`config.mk`:
```
export PLATFORM = sky130hd
export DESIGN_NAME = cordic_rotation_scheduler
export DESIGN_NICKNAME = d
export VERILOG_FILES = /design/src/rtl/cordic_rotation_scheduler.sv
export SDC_FILE = /design/constraint.sdc
export NUM_CORES = 1
export LEC_CHECK = 0
export CAP_MARGIN = 20
export CORE_MARGIN = 4
export CORE_UTILIZATION = 28
export CTS_CLUSTER_SIZE = 30
export DETAILED_ROUTE_END_ITERATION = 12
export DONT_BUFFER_PORTS = 1
export GPL_ROUTABILITY_DRIVEN = 0
export GPL_TIMING_DRIVEN = 0
export PLACE_DENSITY = 0.38
export SLEW_MARGIN = 10
export SYNTH_ARGS = -nofsm -noshare
export SYNTH_HDL_FRONTEND = slang
export SYNTH_SLANG_ARGS = --single-unit
```
`constraint.sdc`:
```
create_clock -name CLK -period 3.3 [get_ports CLK]
set_input_delay 0.66 -clock CLK [delete_from_list [all_inputs] [get_ports CLK]]
set_output_delay 0.66 -clock CLK [all_outputs]
set_load 0.01 [all_outputs]
```
`src/rtl/cordic_rotation_scheduler.sv`:
```
// cordic_rotation_scheduler
//   Shares one rotational CORDIC between NUM_REQ requesters. A round-robin
//   arbiter picks one job in IDLE, the operands are registered and presented
//   to the CORDIC with a single-cycle load strobe, and the result (or a
//   timeout error) is returned on a valid/ready response channel tagged with
//   the owner's id. Operands and results are passed through untouched.
//
// Ports
//   CLK, RST                 clock (rising edge), asynchronous active-low reset
//   req_valid / req_ready    per-requester request handshake (ready one-hot or zero)
//   req_x, req_y, req_z      packed operands, requester i at [i*WORD_LENGTH +: WORD_LENGTH]
//   cordic_enable            one-cycle load strobe to the CORDIC
//   cordic_xo/yo/zo          operands to the CORDIC, held until the job leaves WAIT
//   cordic_xn/yn, cordic_done  CORDIC results and result-valid
//   rsp_valid / rsp_ready    response handshake
//   rsp_id, rsp_x, rsp_y, rsp_err  response owner, results, timeout flag
//   busy                     high whenever a job is in flight
module cordic_rotation_scheduler #(
  parameter int WORD_LENGTH = 18,
  parameter int NUM_REQ     = 4,
  parameter int TIMEOUT     = 31,
  localparam int ID_W       = (NUM_REQ > 1) ? $clog2(NUM_REQ) : 1,
  localparam int CNT_W      = $clog2(TIMEOUT + 1)
) (
  input  logic                                  CLK,
  input  logic                                  RST,
  input  logic [NUM_REQ-1:0]                    req_valid,
  output logic [NUM_REQ-1:0]                    req_ready,
  input  logic [NUM_REQ*WORD_LENGTH-1:0]        req_x,
  input  logic [NUM_REQ*WORD_LENGTH-1:0]        req_y,
  input  logic [NUM_REQ*WORD_LENGTH-1:0]        req_z,
  output logic                                  cordic_enable,
  output logic signed [WORD_LENGTH-1:0]         cordic_xo,
  output logic signed [WORD_LENGTH-1:0]         cordic_yo,
  output logic signed [WORD_LENGTH-1:0]         cordic_zo,
  input  logic signed [WORD_LENGTH-1:0]         cordic_xn,
  input  logic signed [WORD_LENGTH-1:0]         cordic_yn,
  input  logic                                  cordic_done,
  output logic                                  rsp_valid,
  input  logic                                  rsp_ready,
  output logic [ID_W-1:0]                       rsp_id,
  output logic signed [WORD_LENGTH-1:0]         rsp_x,
  output logic signed [WORD_LENGTH-1:0]         rsp_y,
  output logic                                  rsp_err,
  output logic                                  busy
);

  typedef enum logic [1:0] {S_IDLE, S_ISSUE, S_WAIT, S_RESP} state_t;

  state_t            state, state_nxt;
  logic [ID_W-1:0]   rr_ptr;
  logic [CNT_W-1:0]  wait_cnt;
  logic              grant_hit;
  logic [ID_W-1:0]   grant_id;
  logic              accept;
  logic              timeout_hit;

  // Round-robin search: rr_ptr has top priority, then rr_ptr+1, ... wrapping.
  always_comb begin
    grant_hit = 1'b0;
    grant_id  = '0;
    for (int k = 0; k < NUM_REQ; k++) begin
      if (!grant_hit && req_valid[(int'(rr_ptr) + k) % NUM_REQ]) begin
        grant_hit = 1'b1;
        grant_id  = ID_W'((int'(rr_ptr) + k) % NUM_REQ);
      end
    end
  end

  assign accept      = (state == S_IDLE) && grant_hit;
  // Counter holds the number of completed WAIT cycles, so the TIMEOUT-th
  // WAIT cycle is the one where it reads TIMEOUT-1.
  assign timeout_hit = (wait_cnt == CNT_W'(TIMEOUT - 1));

  // FSM state register
  always_ff @(posedge CLK or negedge RST) begin
    if (!RST) state <= S_IDLE;
    else      state <= state_nxt;
  end

  // FSM next-state logic
  always_comb begin
    state_nxt = state;
    case (state)
      S_IDLE:  if (accept) state_nxt = S_ISSUE;
      S_ISSUE: state_nxt = S_WAIT;
      S_WAIT:  if (cordic_done || timeout_hit) state_nxt = S_RESP;
      S_RESP:  if (rsp_ready) state_nxt = S_IDLE;
      default: state_nxt = S_IDLE;
    endcase
  end

  // FSM outputs
  always_comb begin
    req_ready     = '0;
    if (accept) req_ready[grant_id] = 1'b1;
    cordic_enable = (state == S_ISSUE);
    rsp_valid     = (state == S_RESP);
    busy          = (state != S_IDLE);
  end

  // Job capture, wait counter and result capture
  always_ff @(posedge CLK or negedge RST) begin
    if (!RST) begin
      rr_ptr    <= '0;
      wait_cnt  <= '0;
      cordic_xo <= '0;
      cordic_yo <= '0;
      cordic_zo <= '0;
      rsp_id    <= '0;
      rsp_x     <= '0;
      rsp_y     <= '0;
      rsp_err   <= 1'b0;
    end else begin
      if (accept) begin
        // Operand registers drive the CORDIC directly, so they stay stable
        // through WAIT where the CORDIC still needs Zo for sign correction.
        cordic_xo <= req_x[int'(grant_id)*WORD_LENGTH +: WORD_LENGTH];
        cordic_yo <= req_y[int'(grant_id)*WORD_LENGTH +: WORD_LENGTH];
        cordic_zo <= req_z[int'(grant_id)*WORD_LENGTH +: WORD_LENGTH];
        rsp_id    <= grant_id;
        rr_ptr    <= (grant_id == ID_W'(NUM_REQ - 1)) ? '0 : grant_id + ID_W'(1);
      end
      if (state == S_ISSUE) begin
        wait_cnt <= '0;
      end else if (state == S_WAIT) begin
        // done wins over a coincident timeout
        if (cordic_done) begin
          rsp_x   <= cordic_xn;
          rsp_y   <= cordic_yn;
          rsp_err <= 1'b0;
        end else if (timeout_hit) begin
          rsp_x   <= '0;
          rsp_y   <= '0;
          rsp_err <= 1'b1;
        end else begin
          wait_cnt <= wait_cnt + CNT_W'(1);
        end
      end
    end
  end

endmodule

```
## After elaboration in Yosys (flattened, before gate mapping)

Index checks and enable logic that the tools add are counted.

| storage, ports and cells | value |
|---|---|
| flip-flop bits (word level) | 102 |
| input port bits | 260 |
| output and inout port bits | 100 |
| word-level logic and storage cells | 94 |

| operators by class | value |
|---|---|
| add/sub/neg operators | 5 |
| multiply operators | 1 |
| magnitude comparators | 6 |
| equal/unequal tests | 10 |
| shift operators | 3 |
| multiplexer cells | 36 |
| bitwise gates (word level) | 4 |
| reductions and logical operators | 19 |

Operators with widths:

| cell | count |
|---|---|
| $shiftx 72x32->18 | 2 |
| $shiftx 72x8->18 | 1 |
| $mux 18 | 3 |
| $mux 5 | 4 |
| $mux 2 | 8 |
| $mux 1 | 14 |
| $lt 3x4->1 const B | 3 |
| $reduce_and 3->1 | 3 |
| $bmux 1 s2 | 4 |
| $ne 2x2->1 const B | 4 |
| $pmux 2 s4 | 1 |
| $eq 2x2->1 const B | 3 |
| $lt 2x3->1 const B | 2 |
| $mul 2x4->6 const B | 1 |
| $reduce_bool 2->1 | 3 |
| $reduce_or 2->1 | 3 |
| $add 5x1->5 const B | 1 |
| $eq 5x5->1 const B | 1 |
| $logic_and 1x1->1 | 5 |
| $add 2x1->2 const B | 2 |
| $add 2x2->2 const B | 2 |
| $mux 4 | 1 |
| $and 1x1->1 const A | 3 |
| $logic_not 1->1 | 3 |
| 7 further kinds | 7 |

## Logic depth before layout (Yosys ltp)

Gate-level depths: netlist of run 1.

| logic depth | value |
|---|---|
| depth after elaboration | 19 |
| mapped depth | 10 |
| depth with buffers taken out | 7 |

## Worst setup path after synthesis of run 1

Ideal clock, no wire load.

| timing path | value |
|---|---|
| path kind | input to output |
| from | in req_valid[0] |
| to | out req_ready[3] |
| arrival | 1.872 ns |
| data required time | 2.640 ns |
| path slack | 0.768 ns |
| cell stages on the path | 9 |
| buffers on the path | 3 |
| path through | nor2b_1 a21oi_2 o221ai_2 buf_6 buf_8 buf_6 inv_1 ha_1 and2_1 |

| on the way | value |
|---|---|
| word-level cells in the longest chain between the ends | 17 |
| elaborated cells between the ends (all ways) | 32 |
| those cells by class | order compare: 2; mux: 22; reduce/logical: 8 |

Ends and longest elaborated chain:

| element | RTL line | source |
|---|---|---|
| start: declaration | 27 | `input logic [NUM_REQ-1:0] req_valid,` |
| $bmux 1 s2 | 63 | `if (!grant_hit && req_valid[(int'(rr_ptr) + k) % NUM_REQ]) begin` |
| $mux 1 (implied by the code) | 63 |  |
| $mux 1 | 63 |  |
| $logic_not 1->1 | 63 |  |
| $logic_and 1x1->1 | 63 |  |
| $mux 1 | 63 |  |
| $logic_not 1->1 | 63 |  |
| $logic_and 1x1->1 | 63 |  |
| $mux 1 | 63 |  |
| $logic_not 1->1 | 63 |  |
| $logic_and 1x1->1 | 63 |  |
| $mux 2 | 63 |  |
| $lt 2x3->1 (implied by the code) / $ge 2x1->1 (equally long branches) | 96 | `if (accept) req_ready[grant_id] = 1'b1;` |
| $logic_and 1x1->1 (implied by the code) | 96 |  |
| $mux 1 (implied by the code) | 96 |  |
| $demux 1 s2 | 96 |  |
| $mux 4 (*) | 96 |  |
| end: declaration | 28 | `output logic [NUM_REQ-1:0] req_ready,` |

Every way passes the cells marked *; elsewhere a longest branch is shown, timed or not. The select of a mux whose other input is x is not followed.

## Final worst setup path of run 1

| timing path | value |
|---|---|
| from | reg state[0] |
| to | out req_ready[0] |

| on the way | value |
|---|---|
| word-level cells in the longest chain between the ends | 3 |

Ends and longest elaborated chain:

| element | RTL line | source |
|---|---|---|
| start: declaration | 50 | `state_t state, state_nxt;` |
| start signal: assignment | 78 | `else state <= state_nxt;` |
| $logic_not 2->1 | 70 | `assign accept = (state == S_IDLE) && grant_hit;` |
| $logic_and 1x1->1 | 70 |  |
| $mux 4 | 96 |  |

Every way passes these cells.

==> summary.txt, run 1 <==
Outcome
  – Status: finished clean

STA
  – Relative slew slack: 58.9%
  – Final setup vio count: 0
  – Tcrit/Tclk final: 91.0%
  – Worst Skew: 0.0125 ns
  – Final TNS setup: 0 ns
  – F_max: 0.333 GHz
  – Min Clock Period, post-route: 3.00 ns
  – Final Hold Viols: 0
  – Max-slew violation count: 0
  – RSZ-0062 raised after global routing: false
  – Worst-Margin Slew: 0.613 ns

Setup path
  – Reg2Reg Depth: 7
  – Worst r2r dst: cordic_xo[7]
  – Biggest cell delay along the critical path: 0.41 ns
  – CP bufs+invs: 3
  – Crit Path Max Fanout: 10
  – Critical path startpoint: state[0]
  – WS Path Type: flip-flop to output pin
  – Worst Path Required: 2.64 ns
  – Startpoint Class: flip-flop
  – Critical Path Sink: req_ready[0]
  – Worst reg-to-reg setup slack: 1.11 ns
  – Worst-path cell chain: inv_1 -> ha_1 -> inv_1 -> nor2_1 -> nand2_2 -> buf_2 -> nor2_1
  – Critical path's slowest cell: dfrtp_1
  – WP depth: 7
  – RR Startpoint: state[0]
  – Arrival time at the worst endpoint: 2.34 ns
  – CP Capture Type: output pin
  – Top Family by Delay on Critical Path: simple AND/OR/NAND/NOR gates

Yosys
  – Top cells by instance count after synthesis: 141 x nand2_1, 108 x mux2i_1, 102 x dfrtp_1, 54 x o221ai_1, 43 x o21ai_0
  – Cell taking the most area after synthesis: dfrtp_1
  – Synth top area cells: dfrtp_1 47%, mux2i_1 20%, nand2_1 9.7%
  – Synth Warn #: 0
  – #FFs+latches synth: 102
  – Synth async-reset ratio: 100%
  – Most frequent cell after synthesis: nand2_1
  – Synthesized cell area: 5460 sq um
  – Number of synthesized flops with an enable pin: 0
  – Avg Cell Area, Syn: 10.0 sq um
  – Ys flop type: dfrtp_1
  – Gate Count Post-Synth: 545
  – Syn Nets: 813
  – Yosys cell types: 37
  – Post-synthesis sequential area ratio: 46.7%
  – Top-area cell type share of the netlist area: 46.7%

Route
  – Drt first pass iters: 4
  – Post-route ant nets: 0
  – Total number of vias: 4307
  – Residual DRC: 0
  – WL per Instance: 23.5 um
  – Drt via density: 5.24
  – First DRT Iteration DRCs: 176
  – Overall routed net length: 19.3 mm

Power
  – Comb power frac: 39.5%
  – Clock share of power: 17.5%
  – Sw Share: 45.1%
  – PwrDens: 1020 nW/um^2
  – Worst VDD drop: 0.000336 V
  – Leak: 2.92 nW
  – P_sw: 2.82 mW
  – Pint: 3.44 mW
  – Flop pwr share: 43.0%

Clock tree
  – CTS Sinks: 102
  – Largest buffer count on any clock path: 2
  – TritonCTS Buffers: 9
  – Worst-path clk slew: 0.08 ns
  – Clk Latency, worst-skew pair: 0.36 ns
  – Clock Tree Root: clkbuf_16
  – Post-CTS setup repair buffer count: 0
  – CTS tree: yes
  – H-Tree Depth: 3

Floorplanning
  – Core Box Area: 19000 sq um
  – Die Height: 148 um
  – Die X: 148 um
  – IO Pins: 360
  – Die ar.: 21800 sq um
  – Initial Util: 28.8%
  – # rows: 50

Placement
  – Post-DP HPWL: 15.0 mm
  – Buffers on Ports: 0
  – Placed Area: 5790 sq um

GRT
  – Total GRT Usage: 16.9%
  – Number of antenna violations at the first check in global routing: 0
  – Vias in the first global route: 4677
  – Largest net degree at the start of global routing: 103
  – GR Overflow Total: 0
  – First-pass GRT wire length: 28.6 mm

Cells and area
  – FF/Latch Area: 2550 sq um
  – Filler Cells Inserted: 1978
  – Area delta synth->final: 12.0%
  – Fin nets: 825
  – Design area: 6120 sq um
  – Antenna cells: 0
  – Multi-input gate area: 2660 sq um
  – Layout cells sized above 1: 7.83%

Run
  – Max-cap violations: 0

Min path
  – Worst hold path class: input port to async pin
## registers in the layout, summed over array words and instances, names as in the netlist
name and flops:
rsp_err 1, rsp_id 2, cordic_zo 18, rr_ptr 2, rsp_x 18, state 2, cordic_yo 18, rsp_y 18
wait_cnt 5, cordic_xo 18
## worst min-delay path by stage
stage          start      endpoint  slack (ns)  cells after the start
4_1_cts          RST  cordic_yo[0]        0.26                      1
3_5_place_dp     RST  cordic_yo[0]        0.37                      0
3_3_place_gp     RST  cordic_yo[3]        0.37                      0
6_report         RST  cordic_yo[0]        0.23                      1
2_1_floorplan    RST  cordic_xo[0]        0.36                      0
5_1_grt          RST  cordic_yo[0]        0.28                      1
## cells by family (layout without fill, tap and decap cells)
logic type               count (synthesis)  after routing  synth area share, %
AND/OR/NAND/NOR                        163            163                 12.0
multiplexers                           109            109                 20.0
AO/OA/AOI/OAI                          114            114                 14.8
adder cells (fa/ha/maj)                  8              8                 1.83
buffers and inverters                   49             66                 4.67
flip-flops                             102            102                 46.7
## power by group through the flow
stage                     registers (mW)  clock network (mW)  logic [mW]
after floorplan                     2.49                   0        1.93
after global placement              2.74                   0        2.44
after detailed placement            2.73                   0        2.50
after CTS                           2.72                1.13        2.53
after global routing                2.78                1.18        2.81
final                               2.69                1.09        2.48
## placed cells by master, fill, tap and decap left out, types with 2 or more instances in the layout
cell / instances
inv_8: 2
nand3_1: 2
a21o_1: 2
o21ai_1: 3
inv_1: 7
a21oi_1: 4
nor2_1: 4
buf_1: 3
o221ai_1: 54
nor3_1: 3
nand2_2: 2
clkbuf_16: 9
o21ai_0: 43
nand2b_1: 2
inv_6: 2
buf_4: 9
buf_6: 2
ha_1: 8
o31ai_1: 2
nand2_1: 140
nor2b_1: 4
buf_2: 9
mux2i_1: 108
clkbuf_1: 17
dfrtp_1: 102
## cell type report
| cell class | count | share of cell area, % |
|---|---|---|
| Clock buffer | 9 | 3.68 |
| Buffer | 41 | 3.68 |
| Multi-Input combinational cell | 394 | 43.5 |
| Sequential cell | 102 | 41.7 |
| Tap cell | 260 | 5.32 |
| Timing Repair Buffer | 1 | 0.450 |
| Clock inverter | 7 | 1.19 |
| Inverter | 8 | 0.491 |
## metrics by stage
| stage | utilization (%) | instances | hold WS, ns | setup slack (ns) | total power [mW] |
|---|---|---|---|---|---|
| finish | 32.3 | 822 | 0.227 | 0.297 | 6.26 |
| global route | 32.3 | 822 | 0.276 | 0.0747 | 6.77 |
| CTS | 32.3 | 822 | 0.258 | 0.0280 | 6.38 |
| detailed placement | 30.5 | 805 | 0.367 | 0.326 | 5.23 |
| global placement | 30.5 | 805 | 0.368 | 0.299 | 5.18 |
| floorplan | - | 545 | 0.364 | 0.768 | 4.42 |
## metal layers
metal / GRT usage (%) / up-vias / part of all wire (%)
li1: - / 1993 / -
met1: 18.6 / 2084 / 37
met2: 30.4 / 216 / 52
met3: 6.77 / 14 / 10
met4: 4.19 / 0 / 1.1
met5: 0 / - / 0
## timing repair
action,in CTS,in global routing
gates resized for setup,0,1
endpoints found under the hold margin,102,0
endpoints found under the setup margin,0,1
hold buffers,1,0
## worst reg2reg max path, stage by stage (launching register included)
cell and delay, ns:
dfrtp_1 0.41, inv_1 0.13, ha_1 0.21, inv_1 0.11, nor2_1 0.35, nand2_2 0.31, buf_1 0.34, o221ai_1 0.24
(Power assumes the default switching activity.)
==> inputs of run 2 (changes only) <==
Settings changed: GPL_TIMING_DRIVEN 0 to default.
==> run 2 against run 1 <==
Net effect:
- total power is 3.5% lower
- sequential power hardly changed
- largest cell class unchanged
- die area stayed put
- core utilization is 0.67 points lower
- sequential share of layout area is 0.88 points higher
==> summary.txt, run 2 (synthesis results as in run 1) <==
Outcome
  – Status: finished clean (unchanged)

Route
  – WL per Instance: 22.5 um (was 23.5 um)
  – Residual DRC: 0 (unchanged)
  – Drt first pass iters: 4 (unchanged)
  – Total number of vias: 4092 (was 4307)
  – First DRT Iteration DRCs: 146 (was 176)
  – Overall routed net length: 17.7 mm (was 19.3 mm)
  – Post-route ant nets: 0 (unchanged)
  – Drt via density: 5.19 (was 5.24)

Run
  – Max-cap violations: 0 (unchanged)

Setup path
  – Top Family by Delay on Critical Path: simple AND/OR/NAND/NOR gates (unchanged)
  – RR Startpoint: state[0] (unchanged)
  – WS Path Type: flip-flop to output pin (unchanged)
  – CP Capture Type: output pin (unchanged)
  – Startpoint Class: flip-flop (unchanged)
  – Reg2Reg Depth: 7 (unchanged)
  – Worst-path cell chain: inv_1 -> ha_1 -> inv_1 -> nor2_1 -> nand2_2 -> nor2_1 (was inv_1 -> ha_1 -> inv_1 -> nor2_1 -> nand2_2 -> buf_2 -> nor2_1)
  – Critical Path Sink: req_ready[0] (unchanged)
  – CP bufs+invs: 2 (was 3)
  – Biggest cell delay along the critical path: 0.41 ns (about the same)
  – Worst r2r dst: cordic_zo[16] (was cordic_xo[7])
  – Arrival time at the worst endpoint: 1.97 ns (was 2.34 ns)
  – Critical path's slowest cell: dfrtp_1 (unchanged)
  – Worst Path Required: 2.64 ns (about the same)
  – Crit Path Max Fanout: 6 (was 10)
  – WP depth: 6 (was 7)
  – Worst reg-to-reg setup slack: 1.00 ns (was 1.11 ns)
  – Critical path startpoint: state[0] (unchanged)

Cells and area
  – Layout cells sized above 1: 6.24% (was 7.83%)
  – Fin nets: 792 (was 825)
  – Design area: 5990 sq um (was 6120 sq um)
  – Commonest cells after routing, fill and taps aside: 139 x nand2_1, 108 x mux2i_1, 102 x dfrtp_1 (was 140 x nand2_1, 108 x mux2i_1, 102 x dfrtp_1)
  – Commonest non-fill, non-tap cell in the layout: nand2_1 (unchanged)
  – Final Core Density: 31.6% (was 32.3%)
  – Area delta synth->final: 9.64% (was 12.0%)
  – Antenna cells: 0 (unchanged)

Clock tree
  – CTS tree: yes (unchanged)
  – CTS Sinks: 102 (unchanged)
  – TritonCTS Buffers: 9 (unchanged)
  – Largest buffer count on any clock path: 2 (unchanged)
  – Clock Tree Root: clkbuf_16 (unchanged)
  – Worst-path clk slew: 0.08 ns (about the same)
  – Clk Latency, worst-skew pair: 0.36 ns (about the same)
  – H-Tree Depth: 3 (unchanged)

Floorplanning
  – # rows: 50 (unchanged)
  – Core Box Area: 19000 sq um (unchanged)
  – Die Height: 148 um (unchanged)
  – Initial Util: 28.8% (unchanged)
  – IO Pins: 360 (unchanged)
  – Die ar.: 21800 sq um (unchanged)
  – Die X: 148 um (unchanged)

STA
  – Final Hold Viols: 0 (unchanged)
  – Min Clock Period, post-route: 2.63 ns (was 3.00 ns)
  – F_max: 0.381 GHz (was 0.333 GHz)
  – Tcrit/Tclk final: 79.6% (was 91.0%)
  – RSZ-0062 raised after global routing: false (unchanged)
  – Worst Skew: 0.0117 ns (was 0.0125 ns)
  – Max-slew violation count: 0 (unchanged)
  – Final hold slack: 0.241 ns (was 0.227 ns)
  – Final TNS setup: 0 ns (unchanged)
  – Worst-Margin Slew: 0.730 ns (was 0.613 ns)
  – Final setup vio count: 0 (unchanged)
  – Relative slew slack: 51.4% (was 58.9%)

Min path
  – Worst hold path class: input port to async pin (unchanged)

Power
  – Leak: 2.85 nW (was 2.92 nW)
  – PwrDens: 1010 nW/um^2 (was 1020 nW/um^2)
  – Worst VDD drop: 0.000394 V (was 0.000336 V)

GRT
  – GR Overflow Total: 0 (unchanged)
  – Total GRT Usage: 15.4% (was 16.9%)
  – First-pass GRT wire length: 26.0 mm (was 28.6 mm)
  – Number of antenna violations at the first check in global routing: 0 (unchanged)
  – Vias in the first global route: 4251 (was 4677)
  – Largest net degree at the start of global routing: 107 (was 103)

Placement
  – Buffers on Ports: 0 (unchanged)
  – Post-DP HPWL: 13.2 mm (was 15.0 mm)
  – Placed Area: 5670 sq um (was 5790 sq um)
[run 2: cell types whose count changed in the layout (fill, tap and decap cells not counted), moves of 2 or more]
cell,previous run,this run
buf_6,2,0
clkinv_4,1,3
buf_12,0,2
clkbuf_1,17,0
buf_1,3,0
buf_4,9,6
buf_2,9,0
[run 2: stage by stage]
stage	instances	setup WS (ns)	total power [mW]
after floorplan	545	0.768	4.42
after global placement	772	0.836	4.98
after detailed placement	772	0.829	5.05
after CTS	789	0.609	6.18
after global routing	789	0.497	6.54
final	789	0.674	6.04
[run 2: worst min path at each step]
stage | start | end | cells past startpoint
6_report | RST | cordic_yo[1] | 1
5_1_grt | RST | cordic_zo[12] | 1
3_3_place_gp | RST | cordic_yo[3] | 0
4_1_cts | RST | cordic_zo[15] | 1
2_1_floorplan | RST | cordic_xo[0] | 0
3_5_place_dp | RST | cordic_yo[3] | 0
[run 2: power breakdown]
group	total [mW]	internal, mW	switching (mW)
Sequential	2.69	1.88	0.807
Combinational	2.28	0.961	1.32
Clock	1.07	0.531	0.539
Total	6.04	3.37	2.67
[run 2: repair_timing]
action | CTS | global route
hold endpoints to repair | 102 | 0
buffers inserted | 0 | 0
hold buffers | 1 | 0
gates resized for setup | 0 | 0
[run 2: cell type report]
type / instances / area (sq um)
Inverter: 8 / 30.0
Clock inverter: 7 / 70.1
Multi-Input combinational cell: 394 / 2680
Fill cell: 1947 / 13000
Sequential cell: 102 / 2550
Tap cell: 260 / 325
Clock buffer: 9 / 225
Timing Repair Buffer: 9 / 113
[run 2: layer usage]
metal	part of all wire, %	track usage (%)	vias up
met5	0	0	-
met4	1.3	4.80	0
met3	11	6.68	16
met2	52	27.5	202
met1	36	16.3	1955
li1	-	-	1919
